`src/rtl/mem_arbiter.sv`:
```
// mem_arbiter: shares the single external memory read port between the I-side and
// D-side cache refill controllers. One owner at a time; the grant is held for a full
// BURST_LEN-beat refill or until the owner drops its request.
//
// Build option:
//   ARB_RR_EN  defined   -> round-robin on ties (last-served pointer, D wins first tie)
//              undefined -> fixed priority, D-side wins every tie
//
// state | meaning
// ------+-------------------------------------------------------------
// IDLE  | no owner; sample i_req/d_req and pick the next owner
// OWN_I | I-side owns the port; mem_ack routed to i_ack
// OWN_D | D-side owns the port; mem_ack routed to d_ack
module mem_arbiter #(
  parameter int BURST_LEN = 4,
  parameter int CNT_W     = 2,   // 2**CNT_W must be >= BURST_LEN
  parameter int XLEN      = 32
) (
  input  logic            clk,
  input  logic            reset,     // asynchronous, active-low
  input  logic            i_req,
  input  logic [XLEN-1:0] i_addr,
  output logic            i_ack,
  input  logic            d_req,
  input  logic [XLEN-1:0] d_addr,
  output logic            d_ack,
  output logic [XLEN-1:0] rd_data,
  output logic            mem_req,
  output logic [XLEN-1:0] mem_addr,
  input  logic            mem_ack,
  input  logic [XLEN-1:0] mem_data,
  output logic            grant_i,
  output logic            grant_d
);

  typedef enum logic [1:0] {
    IDLE  = 2'b00,
    OWN_I = 2'b01,
    OWN_D = 2'b10
  } state_e;

  localparam logic [CNT_W-1:0] LAST_BEAT = CNT_W'(BURST_LEN - 1);

  state_e           state_q, state_d;
  logic [CNT_W-1:0] cnt_q, cnt_d;
  logic             grant_i_q, grant_d_q;

`ifdef ARB_RR_EN
  // 1 = D-side was served last, 0 = I-side was served last
  logic             last_d_q, last_d_d;
`endif

  // Next-state: arbitration in IDLE, beat counting / release / abort while owned
  always_comb begin
    state_d = state_q;
    cnt_d   = cnt_q;
`ifdef ARB_RR_EN
    last_d_d = last_d_q;
`endif
    case (state_q)
      IDLE: begin
        cnt_d = '0;
`ifdef ARB_RR_EN
        if (i_req && d_req) begin
          state_d = last_d_q ? OWN_I : OWN_D;
        end else if (d_req) begin
          state_d = OWN_D;
        end else if (i_req) begin
          state_d = OWN_I;
        end
        if (state_d != IDLE) begin
          last_d_d = (state_d == OWN_D);
        end
`else
        if (d_req) begin
          state_d = OWN_D;
        end else if (i_req) begin
          state_d = OWN_I;
        end
`endif
      end
      OWN_I: begin
        if (!i_req) begin
          state_d = IDLE;
          cnt_d   = '0;
        end else if (mem_ack) begin
          if (cnt_q == LAST_BEAT) begin
            state_d = IDLE;
            cnt_d   = '0;
          end else begin
            cnt_d = cnt_q + CNT_W'(1);
          end
        end
      end
      OWN_D: begin
        if (!d_req) begin
          state_d = IDLE;
          cnt_d   = '0;
        end else if (mem_ack) begin
          if (cnt_q == LAST_BEAT) begin
            state_d = IDLE;
            cnt_d   = '0;
          end else begin
            cnt_d = cnt_q + CNT_W'(1);
          end
        end
      end
      default: begin
        // unused encoding recovers to IDLE
        state_d = IDLE;
        cnt_d   = '0;
      end
    endcase
  end

  // FSM registers; grant flags are registered decodes of the next state
  always_ff @(posedge clk or negedge reset) begin
    if (!reset) begin
      state_q   <= IDLE;
      cnt_q     <= '0;
      grant_i_q <= 1'b0;
      grant_d_q <= 1'b0;
`ifdef ARB_RR_EN
      last_d_q  <= 1'b0;
`endif
    end else begin
      state_q   <= state_d;
      cnt_q     <= cnt_d;
      grant_i_q <= (state_d == OWN_I);
      grant_d_q <= (state_d == OWN_D);
`ifdef ARB_RR_EN
      last_d_q  <= last_d_d;
`endif
    end
  end

  assign grant_i = grant_i_q;
  assign grant_d = grant_d_q;

  // Owner's request/address forwarded to memory; ack routed to owner only
  always_comb begin
    mem_req  = 1'b0;
    mem_addr = '0;
    i_ack    = 1'b0;
    d_ack    = 1'b0;
    if (grant_i_q) begin
      mem_req  = i_req;
      mem_addr = i_addr;
      i_ack    = mem_ack;
    end else if (grant_d_q) begin
      mem_req  = d_req;
      mem_addr = d_addr;
      d_ack    = mem_ack;
    end
  end

  assign rd_data = mem_data;

endmodule

```
`config.mk`:
```
export PLATFORM = sky130hd
export DESIGN_NAME = mem_arbiter
export DESIGN_NICKNAME = d
export VERILOG_FILES = /design/src/rtl/mem_arbiter.sv
export SDC_FILE = /design/constraint.sdc
export NUM_CORES = 1
export LEC_CHECK = 0
export CORE_MARGIN = 3
export CORE_UTILIZATION = 21
export DETAILED_ROUTE_END_ITERATION = 6
export HOLD_SLACK_MARGIN = 0.02
export PLACE_DENSITY = 0.88
export SETUP_SLACK_MARGIN = 0.5
export SLEW_MARGIN = 10
export SYNTH_ARGS = -nofsm -noshare
export SYNTH_HDL_FRONTEND = slang
export SYNTH_SLANG_ARGS = --single-unit
```
`constraint.sdc`:
```
create_clock -name clk -period 1.7 [get_ports clk]
set_input_delay 0.17 -clock clk [delete_from_list [all_inputs] [get_ports clk]]
set_output_delay 0.17 -clock clk [all_outputs]
set_load 0.01 [all_outputs]
```
# Word-level counts from Yosys, hierarchy flattened
# Index checks and enable logic that the tools add are counted.
# Widths: inputs -> output; s select.
[word_totals]
register_bits = 6
latchBits = 0
ramBits = 0
romBits = 0
wordCells = 30
mem_count = 0
[op_classes]
n_addsub = 1
n_mul = 0
div_mod_pow = 0
order_cmp = 0
eq_ne = 5
shifts = 0
mux = 19
bitwise = 0
reduce_logical = 1
[op_table]
columns = ["op", "n"]
rows = [
  ["$mux 32", 2],
  ["$mux 2", 10],
  ["$eq 2x2->1 const B", 3],
  ["$pmux 2 s3", 1],
  ["$mux 1", 5],
  ["$eq 2x1->1 const B", 2],
  ["$pmux 2 s2", 1],
  ["$add 2x1->2 const B", 1],
  ["$logic_not 2->1", 1],
]

# Depth between registers and ports, before layout
[depth]
ltp_word = 6
ltp_mapped = 5

# Least setup slack after synthesis
# No wires, ideal clock.
[synth_path]
path_type = "register to register"
from = "register state_q[1]"
to = "register grant_i_q (netlist: grant_i)"
setup_time_ns = 0.121
arrival_time_ns = 1.301
required_ns = 1.579
slack_ns = 0.278
path_stages_with_launch = 6
n_path_buf = 0
synth_period_minus_slack_ns = 1.422
path_cell_list = "dfrtp_1 inv_1 ha_1 a22o_1 a32o_1 and4b_1"
[synth_between]
elab_chain_cells = 5
elab_cells_between_ends = 11
[synth_rtl]
columns = ["item", "line", "source"]
rows = [
  ["start, declared", "44", "state_e state_q, state_d;"],
  ["start signal, assigned", "127", "state_q <= state_d;"],
  ["$mux 2", "87, 100", ""],
  ["$mux 2", "86", "end else if (mem_ack) begin"],
  ["$mux 2, on equally long branches", "96, 83", ""],
  ["$pmux 2 s3 (*)", "60", "case (state_q)"],
  ["$eq 2x1->1 (*)", "129", "grant_i_q <= (state_d == OWN_I);"],
  ["end signal, assigned", "129", ""],
  ["end, declared", "46", "logic grant_i_q, grant_d_q;"],
]
# Mark *: on every way between the ends. The rest lies on a longest branch, timed or not.

# Worst setup path after layout
[layout_path]
from = "register grant_d_q (netlist: grant_d)"
to = "output mem_addr[20]"
[layout_between]
elab_chain_cells = 2
[layout_rtl]
columns = ["item", "line", "source"]
rows = [
  ["start, declared", "46", ""],
  ["start signal, assigned", "130", "grant_d_q <= (state_d == OWN_D);"],
  ["$mux 32", "150", "end else if (grant_d_q) begin"],
  ["$mux 32", "146", "if (grant_i_q) begin"],
  ["end, declared", "29", "output logic [XLEN-1:0] mem_addr,"],
]
# No other way between the ends.

==> results by group <==
Critical path
  – CP startpoint: grant_d
  – Crit path cell chain: nor2b_4, buf_4, buf_16, buf_4, a22o_1, buf_2
  – CP max stage delay: between 0.3 and 0.4 ns
  – Worst r2r src: state_q[1]
  – Critical Path Source Type: flop
  – CP max FO: 6
  – R2R depth: 5
  – Arr. time, crit path: around 1.4 ns
  – Critical setup path kind: flop to primary output
  – Crit path required time: ~1.5 ns
  – Setup crit end kind: primary output
  – Most frequent CP cell: buf_4
  – Slowest-stage cell, CP: dfrtp_1

Floorplanning
  – Die X: 72.7 um
  – Die Ht: 72.7 um
  – # IOs: 170
  – Core ar.: 4140 sq um
  – FP Rows: 23
  – Initial Utilization: 0.226
  – Die ar.: about 5300 sq um

Clock network
  – Clock-pin slew on the worst setup and hold paths: ~0.040 ns
  – CTS Sinks: 6
  – Post-CTS Hold Buffers: 0
  – H-tree levels: 1
  – Clk buf depth: 2
  – Worst-skew pair later-pin latency: 0.22 ns
  – CTS tree: yes
  – Num CTS Buffers: 3
  – Root Buffer: clkbuf_8

Timing
  – Least-Margin Pin Slew: 0.309 ns
  – Final cycle utilization of the critical path: 0.939
  – Unrepaired setup endpoints after global routing: true
  – Final Hold Viols: 0
  – Number of max-slew violations in the final report: 0
  – Rel. slew slack: 0.793
  – Final setup TNS: 0 ns
  – Final setup violation count: 0
  – Crit path time final: 1.60 ns
  – Hold slack: 0.199 ns
  – Skew final: roughly 0.0014 ns
  – FMAX: 0.626 GHz

Place
  – HPWL after DPL: between 2000 and 3000 um
  – PortBufs: 105
  – Placed Cells incl. Taps: 230
  – Gpl congestion: 0.745

Run status
  – Run status: finished, final reports clean

Drt
  – DR DRC count: 0
  – Drt via density: 4.70
  – Initial DRC Count: 20
  – Router iterations before antenna repair: 4
  – Final WL: approximately 4300 um
  – ANT nets after route: 0
  – Routed vias: 1203
  – WL per Instance: 16.7 um

Global route
  – Largest net degree at the start of global routing: 19
  – Congestion Overflow GR: 0
  – Global-route wire length before repair: 5800 um
  – Tot GR Track Use: 0.139
  – Vias in the first global route: 1169
  – Initial antenna violation count: 0

Final layout
  – Layout Cells excl Fill: 256
  – Fin nets: roughly 310
  – Fillers: 417
  – Layout cells sized above 1: 0.432
  – Register area: 153 sq um
  – Most common cell after layout, fill and taps aside: clkdlybuf4s50_1
  – Diodes inserted: 0
  – Area of the multi-input gates: 586 sq um
  – Most frequent cells in the layout: clkdlybuf4s50_1 (68), a22o_1 (31), buf_2 (26)
  – Area Growth Syn to Fin: 126%

Pwr
  – Peak VDD IR: 613 uV
  – P per Cell Area: 1300 nW/um^2
  – Leak: just under 1 nW

Min path
  – Class of the worst hold path: input pin to asynchronous set/reset pin

Yosys
  – Mean Syn Cell Area: about 8.5 sq um
  – Synth Net Count: 216
  – Register area share after synthesis: 0.161
  – Post-synth EDFFs: 0
  – Seq cells post-synth: 6
  – Synth cell types: 20
  – Ys flop type: dfrtp_1
  – Cell count after synthesis: 110
  – Post-Syn Area: 935 sq um
  – Synth warn: 0
  – Async S/R FF share, synth: 1.00

Job
  – MaxCap Viol Count: 0
## stage by stage
step	power (mW)	utilization	instance area, sq um	worst slack [ns]
2_1_floorplan	1.19	-	961	0.329
3_3_place_gp	1.99	0.438	1810	0.0710
3_5_place_dp	2.01	0.438	1810	0.0441
4_1_cts	2.66	0.501	2080	0.0869
5_1_grt	2.92	0.510	2110	0.0410
6_report	2.76	0.510	2110	0.103
## synth_stat cells, types with 2 or more instances
cell / n / area (sq um)
nand2_1: 6 / 22.5
o21ai_0: 3 / 15.0
and2_1: 2 / 12.5
nor2_1: 2 / 7.51
ha_1: 5 / 62.6
buf_4: 35 / 263
nor2b_1: 4 / 25.0
dfrtp_1: 6 / 150
clkbuf_1: 3 / 11.3
inv_1: 2 / 7.51
buf_2: 2 / 10.0
a22o_1: 32 / 280
## logic make-up (layout without fill, tap and decap cells)
kind of cell,Yosys count,after routing,share of synthesized area
DFF,6,6,0.161
AOI/OAI and AO/OA,38,38,0.345
and+or+nand+nor,17,17,0.0950
muxes,1,1,0.0107
adders and majority gates,5,5,0.0669
xor gates and xnor gates,1,1,0.00937
buffers and inverters,42,138,0.312
## final timing paths
path	to	slack [ns]
setup / recovery	mem_addr[20]	0.10
hold / removal	grant_d	0.20
setup reg to reg	grant_i	0.21
hold reg to reg	cnt_q[0]	0.55
max in group asynchronous	grant_i	1.26
min in group clk	rd_data[20]	0.34
## what timing repair did
| action | CTS | global route |
|---|---|---|
| endpoints found under the setup margin | 41 | 41 |
| pin swaps | 8 | 10 |
| buffers inserted | 16 | 2 |
| gates cloned | 5 | 0 |
| resized for setup | 159 | 24 |
## power by group
part	internal, mW	total, mW	switching, mW
clock network	0.152	0.215	0.0631
logic	1.35	2.29	0.941
registers	0.192	0.250	0.0583
## sequential cells by signal, summed over array words and instances, names as in the netlist
register	count
state_q	2
grant_d	1
grant_i	1
cnt_q	2
## metal layers
| metal | track usage | part of all wire |
|---|---|---|
| met1 | 0.161 | 0.40 |
| met2 | 0.241 | 0.49 |
| met3 | 0.0482 | 0.11 |
| met4 | 0.0369 | 0.00094 |
| met5 | 0 | 0 |
## critical path: cells and delay by family, from the launching register on
kind,cells,cell delay (ns)
buffers and inverters,4,0.54
flip-flops,1,0.37
AO/OA/AOI/OAI,1,0.17
AND/OR/NAND/NOR,1,0.14
## final cells by class
type | count | share of cell area
well taps | 50 | 0.0296
flip-flops and latches | 6 | 0.0723
clock buffers | 3 | 0.0195
inverters | 2 | 0.00355
repair buffers | 133 | 0.598
multi-input cells | 62 | 0.277
(Power assumes the default switching activity.)
